==> config.mk <==
export PLATFORM = sky130hd
export DESIGN_NAME = cacheline_adaptor
export DESIGN_NICKNAME = d
export VERILOG_FILES = /design/src/rtl/cacheline_adaptor.sv
export SDC_FILE = /design/constraint.sdc
export NUM_CORES = 1
export LEC_CHECK = 0
export BUFFER_PORTS_ARGS = -buffer_cell sky130_fd_sc_hd__buf_2
export CAP_MARGIN = 40
export CORE_AREA = 5 5 274 276
export CTS_BUF_LIST = sky130_fd_sc_hd__clkbuf_4 sky130_fd_sc_hd__clkbuf_8 sky130_fd_sc_hd__clkbuf_16
export CTS_CLUSTER_SIZE = 40
export DETAILED_ROUTE_END_ITERATION = 8
export DIE_AREA = 0 0 279 281
export GPL_TIMING_DRIVEN = 0
export PLACE_DENSITY = 0.59
export SLEW_MARGIN = 15
export SYNTH_ARGS = -nofsm -noshare
export SYNTH_HDL_FRONTEND = slang
export SYNTH_SLANG_ARGS = --single-unit
==> constraint.sdc <==
create_clock -name clk -period 2.55 [get_ports clk]
set_input_delay 0 -clock clk [delete_from_list [all_inputs] [get_ports clk]]
set_output_delay 0 -clock clk [all_outputs]
set_load 0.05 [all_outputs]
==> src/rtl/cacheline_adaptor.sv <==
// Bridges a 256-bit cache line port to a 64-bit, four-beat burst memory port.
// Optional CACHELINE_ADAPTOR_PERF_EN adds saturating fill/writeback completion counters.
`timescale 1ns/1ps
module cacheline_adaptor #(
    parameter int BEATS = 4
) (
    input  logic         clk,
    input  logic         rst_n,
    input  logic [255:0] line_i,
    output logic [255:0] line_o,
    input  logic [31:0]  address_i,
    input  logic         read_i,
    input  logic         write_i,
    output logic         resp_o,
    input  logic [63:0]  burst_i,
    output logic [63:0]  burst_o,
    output logic [31:0]  address_o,
    output logic         read_o,
    output logic         write_o,
    input  logic         resp_i
`ifdef CACHELINE_ADAPTOR_PERF_EN
    ,
    output logic [15:0]  rd_cnt_o,
    output logic [15:0]  wr_cnt_o
`endif
);

    typedef enum logic [1:0] {IDLE, RBURST, WBURST, DONE} state_t;

    state_t       state, state_next;
    logic [1:0]   cnt;
    logic [255:0] wline;
    logic [26:0]  line_addr;
    logic         last_beat;
    logic         unused_addr_bits;

    assign unused_addr_bits = ^address_i[4:0];
    assign last_beat        = resp_i && (cnt == 2'(BEATS - 1));

    always_ff @(posedge clk or negedge rst_n) begin
        if (!rst_n) begin
            state <= IDLE;
        end else begin
            state <= state_next;
        end
    end

    always_comb begin
        state_next = state;
        case (state)
            IDLE: begin
                if (write_i) begin
                    state_next = WBURST;
                end else if (read_i) begin
                    state_next = RBURST;
                end
            end
            RBURST:  if (last_beat) state_next = DONE;
            WBURST:  if (last_beat) state_next = DONE;
            default: state_next = IDLE;
        endcase
    end

    // Outputs decode the state register only, so they never follow read_i/write_i combinationally.
    assign read_o    = (state == RBURST);
    assign write_o   = (state == WBURST);
    assign resp_o    = (state == DONE);
    assign address_o = {line_addr, 5'd0};
    assign burst_o   = (state == WBURST) ? wline[{cnt, 6'd0} +: 64] : 64'd0;

    always_ff @(posedge clk or negedge rst_n) begin
        if (!rst_n) begin
            cnt       <= 2'd0;
            wline     <= 256'd0;
            line_addr <= 27'd0;
            line_o    <= 256'd0;
        end else begin
            case (state)
                IDLE: begin
                    if (write_i) begin
                        wline     <= line_i;
                        line_addr <= address_i[31:5];
                    end else if (read_i) begin
                        line_addr <= address_i[31:5];
                    end
                end
                RBURST: begin
                    if (resp_i) begin
                        line_o[{cnt, 6'd0} +: 64] <= burst_i;
                        cnt                       <= cnt + 2'd1;
                    end
                end
                WBURST: begin
                    if (resp_i) begin
                        cnt <= cnt + 2'd1;
                    end
                end
                default: cnt <= 2'd0;
            endcase
        end
    end

`ifdef CACHELINE_ADAPTOR_PERF_EN
    logic op_write;

    always_ff @(posedge clk or negedge rst_n) begin
        if (!rst_n) begin
            op_write <= 1'b0;
            rd_cnt_o <= 16'd0;
            wr_cnt_o <= 16'd0;
        end else begin
            if (state == IDLE) begin
                op_write <= write_i;
            end
            if (state == DONE) begin
                if (op_write) begin
                    if (wr_cnt_o != 16'hFFFF) wr_cnt_o <= wr_cnt_o + 16'd1;
                end else begin
                    if (rd_cnt_o != 16'hFFFF) rd_cnt_o <= rd_cnt_o + 16'd1;
                end
            end
        end
    end
`endif

endmodule
==> out/metrics.csv, run 1 <==
metric,value,unit
number of H-tree branching levels,2,
clock sink total,543,
via count of the first global-routing pass,19075,
final std cells w/o fill,3524,
Power Density,1170,nW/um2
CP Data Required Time,2.55,ns
cell at the root of the clock tree,clkbuf_16,
Compound-Gate Fraction of Synth Area,0.105,
category of the worst setup path launch point,register,
routed wire length,80300,um
setup skew after layout,0.0212,ns
arrival time at the worst endpoint,2.45,ns
proportion of netlist area held by the largest area contributor,0.624,
flip-flop cell with the highest count after synthesis,dfrtp_1,
initial antenna violation count,8,
most numerous cell in the Yosys netlist,dfrtp_1,
proportion of synthesized chip area in sequential cells,0.624,
initial standard-cell utilization of the core,0.301,
leading cell types by count after synthesis,"dfrtp_1, mux2_2, a22o_1, and2_1, mux4_2",
achievable clock frequency,408,MHz
clk_lat worst skew,0.61,ns
post-route fraction of the period consumed by the critical path,0.962,
First-pass DRT Iterations,5,
count of mapped cells out of synthesis,1370,
Layout fillers,6420,
final total negative setup slack,0,ns
hpwl dp,58900,um
number of setup violations in the final report,0,
Worst Slack Setup Final,0.0965,ns
CTS max path bufs,3,
relative area change from synthesis to final layout,50.5,%
worst hold slack after final layout,0.157,ns
leading area contributor after synthesis,dfrtp_1,
global router's overall resource usage,0.197,
async set or reset register ratio after synthesis,1.00,
fraction of the mapped netlist area in simple logic gates,0.0253,
Worst Tran Pin Value,0.836,ns
worst setup path class,register to primary output,
Die Area,78400,um2
first-pass GRT wire length,120000,um
fraction of layout cells with a size suffix above 1,0.501,
run status,finished clean,
post-synthesis cell type count,26,
Rows,99,
I/O Buffers,700,
adder-cell share of the synthesized area,0.00632,
number of hold-slack violations in the final timing report,0,
drt via density,4.84,
peak ir drop on the vdd network,0.891,mV
number of nets in the finished design,2881,
post-route antenna net violation count,0,
endpoint class of the critical path,primary output,
fin crit period,2.45,ns
number of max-slew violations in the final report,0,
die boundary height,281,um
total grt overflow,0,
synthesized area per cell,15.9,um2
synthesis warning total,0,
pin count of the biggest net entering global routing,102,
area of the core,72300,um2
worst setup timing slack at the placement stage,-1.25,ns
combined area of all synthesized cells,21800,um2
x dimension of the die,279,um
placed instance count,3045,
Worst slew margin,0.438,
share of synthesized area spent on multiplexers,0.214,
DR WL/cell,22.8,um
"flops & latches, synth",543,
worst-path maximum fanout,10,
initial DRC count,880,
clock-pin transition on the worst setup and hold timing paths,0.07,ns
xor and xnor area share after synthesis,0,
Leakage Power,16.1,nW
dominant combinational cell family by area after synthesis,multiplexers,
CTS tree,yes,
count of max-cap constraint violations,0,
count of pins on the block boundary,712,
via count,17061,
Post-route DRC,0,
placer congestion estimate,0.860,
CTS Buf Count,59,
synth top area cells,"dfrtp_1, mux2_2, a22o_1",
type of the worst min-delay path,primary input to register,
number of synthesized flops with an enable pin,0,
## routing by layer
metal / routed length [um] / share of wire / global-route usage / up-vias
met5: 13 / 0.00016 / 0 / -
li1: - / - / - / 7450
met3: 5810 / 0.072 / 0.0514 / 134
met2: 40900 / 0.51 / 0.351 / 704
met4: 2660 / 0.033 / 0.0653 / 2
met1: 30900 / 0.39 / 0.234 / 8771
## cell usage in the layout, fill, tap and decap left out, types with 5 or more instances in the layout
| cell | count |
|---|---|
| a22o_1 | 257 |
| and2_1 | 64 |
| buf_16 | 7 |
| buf_2 | 720 |
| buf_4 | 31 |
| buf_6 | 9 |
| bufinv_16 | 8 |
| clkbuf_1 | 19 |
| clkbuf_16 | 59 |
| clkbuf_2 | 24 |
| clkbuf_4 | 33 |
| clkbuf_8 | 13 |
| conb_1 | 5 |
| dfrtp_1 | 542 |
| diode_2 | 6 |
| dlygate4sd3_1 | 354 |
| ha_1 | 9 |
| mux2_2 | 285 |
| mux4_2 | 64 |
| nand2_1 | 5 |
## cell type report
cell class | count | area, um2 | share of cell area
diodes | 6 | 15.0 | 0.000458
plain buffers | 108 | 664 | 0.0203
clock inverters | 18 | 312 | 0.00951
multi-input cells | 714 | 7720 | 0.236
repair buffers | 1081 | 7450 | 0.227
well taps | 959 | 1200 | 0.0366
clock buffers | 89 | 1780 | 0.0544
flip-flops and latches | 543 | 13600 | 0.415
inverters | 6 | 26.3 | 0.000802
## cell families (layout without fill, tap and decap cells)
| kind of cell | count (synthesis) | after routing |
|---|---|---|
| compound gates | 264 | 264 |
| fa+ha+maj | 11 | 11 |
| buf+inv | 117 | 1302 |
| flops | 543 | 543 |
| mux | 349 | 349 |
| other cells | 1 | 11 |
| simple gates | 85 | 85 |
## worst paths after layout
check / end / startpoint / slack, ns / cells past startpoint
setup reg to reg: line_o[130] / cnt[1] / 0.13 / 10
min in group asynchronous: wline[9] / rst_n / 0.53 / 4
setup / recovery: burst_o[34] / cnt[0] / 0.1 / 6
hold reg to reg: line_o[49] / line_o[49] / 0.50 / 1
max in group asynchronous: line_o[49] / rst_n / 0.63 / 6
hold / removal: wline[166] / line_i[166] / 0.16 / 3
## power breakdown
| group | leakage, nW | switching [mW] | internal (mW) |
|---|---|---|---|
| registers | 6.92 | 1.65 | 11.6 |
| clock network | 1.05 | 3.53 | 5.62 |
| logic | 8.11 | 9.48 | 6.49 |
## state kept, by name, indices dropped and copies added (netlist names)
register,count
cnt,2
line_addr,27
line_o,256
state,2
wline,256
## metrics by stage
step                power [mW]  area [um2]   util
global placement          28.0       26500  0.366
finish                    38.4       32800  0.453
detailed placement        28.5       26700  0.370
floorplan                 24.0       21800      -
global route              40.1       32800  0.453
CTS                       38.5       32700  0.452
## critical path: stages (launching register included)
cell	delay (ns)
dfrtp_1	0.39
buf_6	0.17
buf_12	0.14
buf_12	0.16
mux4_2	0.56
and2_1	0.19
clkbuf_4	0.22
## timing repair
item	in CTS	in global routing
pin swaps	3	3
resized for setup	73	26
endpoints found under the hold margin	656	0
cloned	1	0
hold buffers	355	0
endpoints found under the setup margin	357	162
buffers inserted	9	4
Note: power is estimated with default switching activity, not from simulation.
==> run 2, diff against run 1 <==
- CORE_AREA: 5 5 274 276 -> 2 2 279 281
- DIE_AREA: 0 0 279 281 -> 0 0 281 283
- PLACE_DENSITY: 0.59 -> 0.57
==> run 2 against run 1 <==
Net effect: register-to-register slack better by 0.04 ns; clock skew shrank 0.0024 ns; largest cell class unchanged; via count rose by 1.3%; non-clock buffer count shrank 2; combinational power barely moved; wire length grew 0.18%; design area up 0.26%; sequential power barely moved; worst hold slack worse by 0.12 ns; utilization fell by 2.5 points; highest routed layer unchanged; final cell count increased by 2.4%; critical endpoint is now burst_o[47].
==> out/metrics.csv, run 2 (synthesis results as in run 1) <==
metric,value,unit,change
final total negative setup slack,0,ns,unchanged
Post-route DRC,0,,unchanged
"commonest cells after routing, fill and taps aside","buf_2, dfrtp_1, dlygate4sd3_1",,
"most common cell after layout, fill and taps aside",buf_2,,
CTS max path bufs,3,,unchanged
die boundary height,283,um,+0.71%
worst setup timing slack at the placement stage,-1.18,ns,+0.0731 ns
clock-pin transition on the worst setup and hold timing paths,0.06,ns,about the same
Top Registers,"line_o (256), wline (256), line_addr (27)",,
worst setup path class,register to primary output,,
first-pass GRT wire length,119000,um,-0.40%
depth of the worst register-to-register path,10,,unchanged
post-route antenna net violation count,0,,unchanged
fraction of layout cells with a size suffix above 1,0.506,,+0.00508
First-pass DRT Iterations,5,,unchanged
CP Capture Point,burst_o[47],,
Worst Tran Pin Value,0.766,ns,-0.0709 ns
Critical Path Most Common Cell,buf_12,,
placer congestion estimate,0.882,,+2.6%
initial standard-cell utilization of the core,0.284,,-0.0171
number of H-tree branching levels,2,,unchanged
run status,finished clean,,
initial antenna violation count,12,,+4
cell at the root of the clock tree,clkbuf_16,,
relative area change from synthesis to final layout,50.9,%,
family with the most delay on the worst path,buffers and inverters,,
Leakage Power,16.1,nW,-0.11%
setup skew after layout,0.0188,ns,-0.00238 ns
x dimension of the die,281,um,+0.72%
core occupancy in the finished layout,0.428,,-0.0247
clk_lat worst skew,0.62,ns,about the same
total power consumption of the routed design,38.2,mW,-0.33%
fin crit period,2.40,ns,-0.0498 ns
category of the worst setup path launch point,register,,
arrival time at the worst endpoint,2.40,ns,-0.05 ns
DR WL/cell,22.3,um,-2.2%
CTS Buf Count,60,,+1.7%
CP Data Required Time,2.55,ns,about the same
Slowest Stage Delay on Critical Path,0.51,ns,-0.05 ns
clock sink total,543,,unchanged
initial DRC count,978,,+11%
area of the core,76700,um2,+6.0%
ordered cell list for the critical path,buf_6 -> buf_12 -> buf_12 -> mux4_2 -> and2_1 -> clkbuf_4,,
Layout fillers,7016,,+9.3%
cell with the largest stage delay on the worst path,mux4_2,,
number of setup violations in the final report,0,,unchanged
drt via density,4.79,,-1.1%
count of pins on the block boundary,712,,unchanged
timing startpoint of the critical path,cnt[0],,
total grt overflow,0,,unchanged
number of nets in the finished design,2880,,-0.035%
Rows,102,,+3.0%
count of max-cap constraint violations,0,,unchanged
pin count of the biggest net entering global routing,105,,+2.9%
CTS tree,yes,,
Worst slew margin,0.490,,+0.0514
worst-path maximum fanout,10,,unchanged
hpwl dp,58400,um,-0.80%
"setup slack, reg-to-reg",0.17,ns,+0.04 ns
endpoint class of the critical path,primary output,,
post-route fraction of the period consumed by the critical path,0.943,,-0.0195
Die Area,79500,um2,+1.4%
peak ir drop on the vdd network,0.708,mV,-20%
critical register-to-register path startpoint,cnt[0],,
number of max-slew violations in the final report,0,,unchanged
routed wire length,80400,um,+0.18%
I/O Buffers,700,,unchanged
number of logic stages on the critical path including buffering,6,,unchanged
achievable clock frequency,416,MHz,+2.1%
reg2reg end,line_o[210],,
global router's overall resource usage,0.197,,-0.000534
RSZ-0062 raised after global routing,true,,
type of the worst min-delay path,primary input to register,,
Bufs and invs on worst path,4,,unchanged
Power Density,1160,nW/um2,-0.58%
via count,17277,,+1.3%
via count of the first global-routing pass,18950,,-0.66%
Worst Slack Setup Final,0.146,ns,+0.0498 ns
number of hold-slack violations in the final timing report,0,,unchanged
==> run 2: how the worst min path moves through the flow <==
| stage | cells after the start | from | end | slack [ns] |
|---|---|---|---|---|
| after floorplan | 0 | rst_n | cnt[0] | -0.30 |
| after global placement | 2 | address_i[23] | line_addr[18] | 0.23 |
| after detailed placement | 1 | rst_n | wline[102] | 0.04 |
| after CTS | 3 | line_i[118] | wline[118] | 0.1 |
| after global routing | 4 | write_i | line_addr[3] | 0.01 |
| final | 4 | write_i | line_addr[0] | 0.03 |
==> run 2: through the flow <==
step                hold WS (ns)  instance area (um2)  cells
floorplan                 -0.296                21800   1374
global placement           0.233                26600   3114
detailed placement        0.0422                26800   3123
CTS                       0.0960                32700   3597
global route              0.0126                32900   3608
finish                    0.0322                32900   3608
==> run 2: final cells by class <==
class                           count  area [um2]  area share
Buffer                            110         736      0.0224
Clock inverter                     22         229     0.00697
Timing Repair Buffer             1077        7420       0.226
Inverter                            6        26.3    0.000800
Sequential cell                   543       13600       0.414
Multi-Input combinational cell    714        7720       0.235
Clock buffer                       89        1820      0.0554
Antenna cell                        7        17.5    0.000533
Tap cell                         1040        1300      0.0396
==> run 2: where the power goes <==
| group | leakage, nW | internal, mW | total, mW | switching, mW |
|---|---|---|---|---|
| registers | 6.92 | 11.6 | 13.2 | 1.64 |
| clock network | 1.03 | 5.24 | 8.91 | 3.66 |
| logic | 8.12 | 6.60 | 16.1 | 9.49 |
==> run 2: worst min-delay path: cells and delay by family <==
family | cells | cell delay [ns]
muxes | 1 | 0.23
buffers and inverters | 2 | 0.31
AOI/OAI and AO/OA | 1 | 0.08
==> run 2: layer usage <==
layer	up-vias	GRT usage	part of all wire
li1	7427	-	-
met1	8972	0.245	0.40
met2	688	0.337	0.50
met3	184	0.0348	0.057
met4	6	0.0818	0.041
met5	-	0	0.00042
==> run 2: timing repair <==
action	CTS	global route
endpoints found under the setup margin	550	223
gates resized for setup	101	49
pin swaps	2	0
cloned	1	0
hold buffers	353	0
endpoints found under the hold margin	905	0
buffers inserted	9	4
==> run 3, diff against run 2 <==
- CORE_AREA: 2 2 279 281 -> default
- CORE_UTILIZATION: default -> 25
- DIE_AREA: 0 0 281 283 -> default
- PLACE_DENSITY: 0.57 -> 0.52
==> run 3 against run 2 <==
Net effect: sequential share of layout area decreased by 0.41 points; worst hold slack improved by 0.14 ns; design area up 1.0%; flip-flop and latch count is the same; critical path depth unchanged; total power is 1.1% higher; combinational power is essentially flat; count of clock-buffer cells in the layout grew 1; clock skew up 0.0043 ns; utilization decreased by 4.1 points; register-to-register slack got worse by 0.03 ns; critical endpoint is now burst_o[31]; largest cell class unchanged.
==> out/metrics.csv, run 3 (synthesis results as in run 1) <==
metric,value,unit,change
number of hold-slack violations in the final timing report,0,,unchanged
Worst slew margin,0.455,,-0.0348
CTS Buf Count,59,,-1.7%
via count of the first global-routing pass,18800,,-0.79%
Layout fillers,8181,,+17%
area of the multi-input gates,7750,um2,+0.47%
first-pass GRT wire length,119000,um,-0.32%
Rows,107,,+4.9%
cell at the root of the clock tree,clkbuf_16,,
placer congestion estimate,0.873,,-1.1%
Slowest Stage Delay on Critical Path,0.57,ns,+0.06 ns
Bufs and invs on worst path,4,,unchanged
family with the most delay on the worst path,buffers and inverters,,
type of the worst min-delay path,primary input to register,,
hpwl dp,57200,um,-2.1%
post-route fraction of the period consumed by the critical path,0.952,,+0.00926
First-pass DRT Iterations,4,,-1
run status,finished clean,,
initial standard-cell utilization of the core,0.254,,-0.0298
Critical Path Most Common Cell,buf_12,,
Leakage Power,16.2,nW,+0.77%
count of max-cap constraint violations,0,,unchanged
number of max-slew violations in the final report,0,,unchanged
post-route antenna net violation count,0,,unchanged
total grt overflow,0,,unchanged
cell with the largest stage delay on the worst path,mux4_2,,
achievable clock frequency,412,MHz,-0.97%
arrival time at the worst endpoint,2.43,ns,+0.03 ns
total power consumption of the routed design,38.7,mW,+1.1%
"commonest cells after routing, fill and taps aside","buf_2, dfrtp_1, dlygate4sd3_1",,
global router's overall resource usage,0.175,,-0.0215
Die Area,88300,um2,+11%
number of setup violations in the final report,0,,unchanged
via count,16835,,-2.6%
"most common cell after layout, fill and taps aside",buf_2,,
category of the worst setup path launch point,register,,
worst setup path class,register to primary output,,
ordered cell list for the critical path,buf_6 -> buf_12 -> buf_12 -> mux4_2 -> and2_1 -> buf_2,,
I/O Buffers,700,,unchanged
clock sink total,543,,unchanged
CTS tree,yes,,
initial DRC count,717,,-27%
DR WL/cell,21.2,um,-4.8%
worst-path maximum fanout,10,,unchanged
clk_lat worst skew,0.61,ns,about the same
worst hold slack after final layout,0.170,ns,+0.137 ns
setup skew after layout,0.0231,ns,+0.00432 ns
CP Data Required Time,2.55,ns,about the same
endpoint class of the critical path,primary output,,
Top Registers,"line_o (256), wline (256), line_addr (27)",,
CTS max path bufs,3,,unchanged
number of H-tree branching levels,2,,unchanged
fin crit period,2.43,ns,+0.0236 ns
register area,13600,um2,unchanged
relative area change from synthesis to final layout,52.4,%,
drt via density,4.53,,-5.4%
initial antenna violation count,5,,-7
peak ir drop on the vdd network,0.708,mV,about the same
Power Density,1170,nW/um2,+0.13%
x dimension of the die,297,um,+5.7%
die boundary height,297,um,+5.0%
routed wire length,78900,um,-1.9%
pin count of the biggest net entering global routing,106,,+0.95%
clock-pin transition on the worst setup and hold timing paths,0.07,ns,about the same
count of pins on the block boundary,712,,unchanged
Worst Tran Pin Value,0.812,ns,+0.0462 ns
number of nets in the finished design,2889,,+0.31%
Post-route DRC,0,,unchanged
area of the core,85700,um2,+12%
fraction of layout cells with a size suffix above 1,0.505,,-0.000995
[run 3: cell count changes in the layout (fill, tap and decap cells not counted), moves of 4 or more]
cell / delta
buf_2: +35
buf_4: -5
buf_8: +6
bufinv_16: +6
clkbuf_1: +4
clkbuf_4: -35
diode_2: -4
[run 3: cell type report]
| class | count | area share |
|---|---|---|
| Buffer | 109 | 0.0213 |
| Tap cell | 1144 | 0.0431 |
| Clock buffer | 90 | 0.0554 |
| Antenna cell | 3 | 0.000226 |
| Multi-Input combinational cell | 714 | 0.234 |
| Sequential cell | 543 | 0.410 |
| Timing Repair Buffer | 1088 | 0.226 |
| Inverter | 6 | 0.000792 |
| Clock inverter | 20 | 0.0100 |
[run 3: stage by stage]
stage	cells	instance area, um2	setup TNS (ns)	worst slack, ns	utilization
detailed placement	3231	27000	-270.63	-1.33	0.315
global route	3715	33200	-0.00962	-0.00743	0.387
CTS	3706	33100	-0.175	-0.0255	0.386
floorplan	1374	21800	0	0.0777	-
global placement	3218	26700	-5550.81	-9.57	0.312
finish	3717	33200	0	0.123	0.387
[run 3: per-layer routing]
metal / up-vias / track usage / part of all wire
li1: 7422 / - / -
met1: 8650 / 0.206 / 0.40
met2: 610 / 0.306 / 0.50
met3: 145 / 0.0460 / 0.066
met4: 8 / 0.0647 / 0.036
met5: - / 0 / 0.00068
[run 3: worst paths after layout]
check,slack [ns],depth (start not counted),start,end
hold / removal,0.17,3,line_i[40],wline[40]
setup / recovery,0.12,6,cnt[0],burst_o[31]
setup reg to reg,0.14,8,cnt[0],line_o[81]
min in group asynchronous,0.49,4,rst_n,line_o[221]
max in group asynchronous,0.56,6,rst_n,wline[236]
hold reg to reg,0.50,1,wline[194],wline[194]
[run 3: power by group]
| group | total (mW) | internal (mW) | switching [mW] |
|---|---|---|---|
| clock | 9.41 | 5.86 | 3.55 |
| sequential | 13.2 | 11.6 | 1.60 |
| combinational | 16.1 | 6.59 | 9.48 |
[run 3: worst min-delay path: stages]
cell and delay (ns):
dlygate4sd3_1 0.52, buf_2 0.09, mux2_2 0.13
[run 3: repair_timing]
| item | CTS | global route |
|---|---|---|
| hold buffers | 357 | 0 |
| setup buffers | 9 | 7 |
| endpoints found under the hold margin | 677 | 0 |
| endpoints found under the setup margin | 520 | 323 |
| gates cloned | 1 | 0 |
| resized for setup | 94 | 11 |
| pin swaps | 4 | 0 |
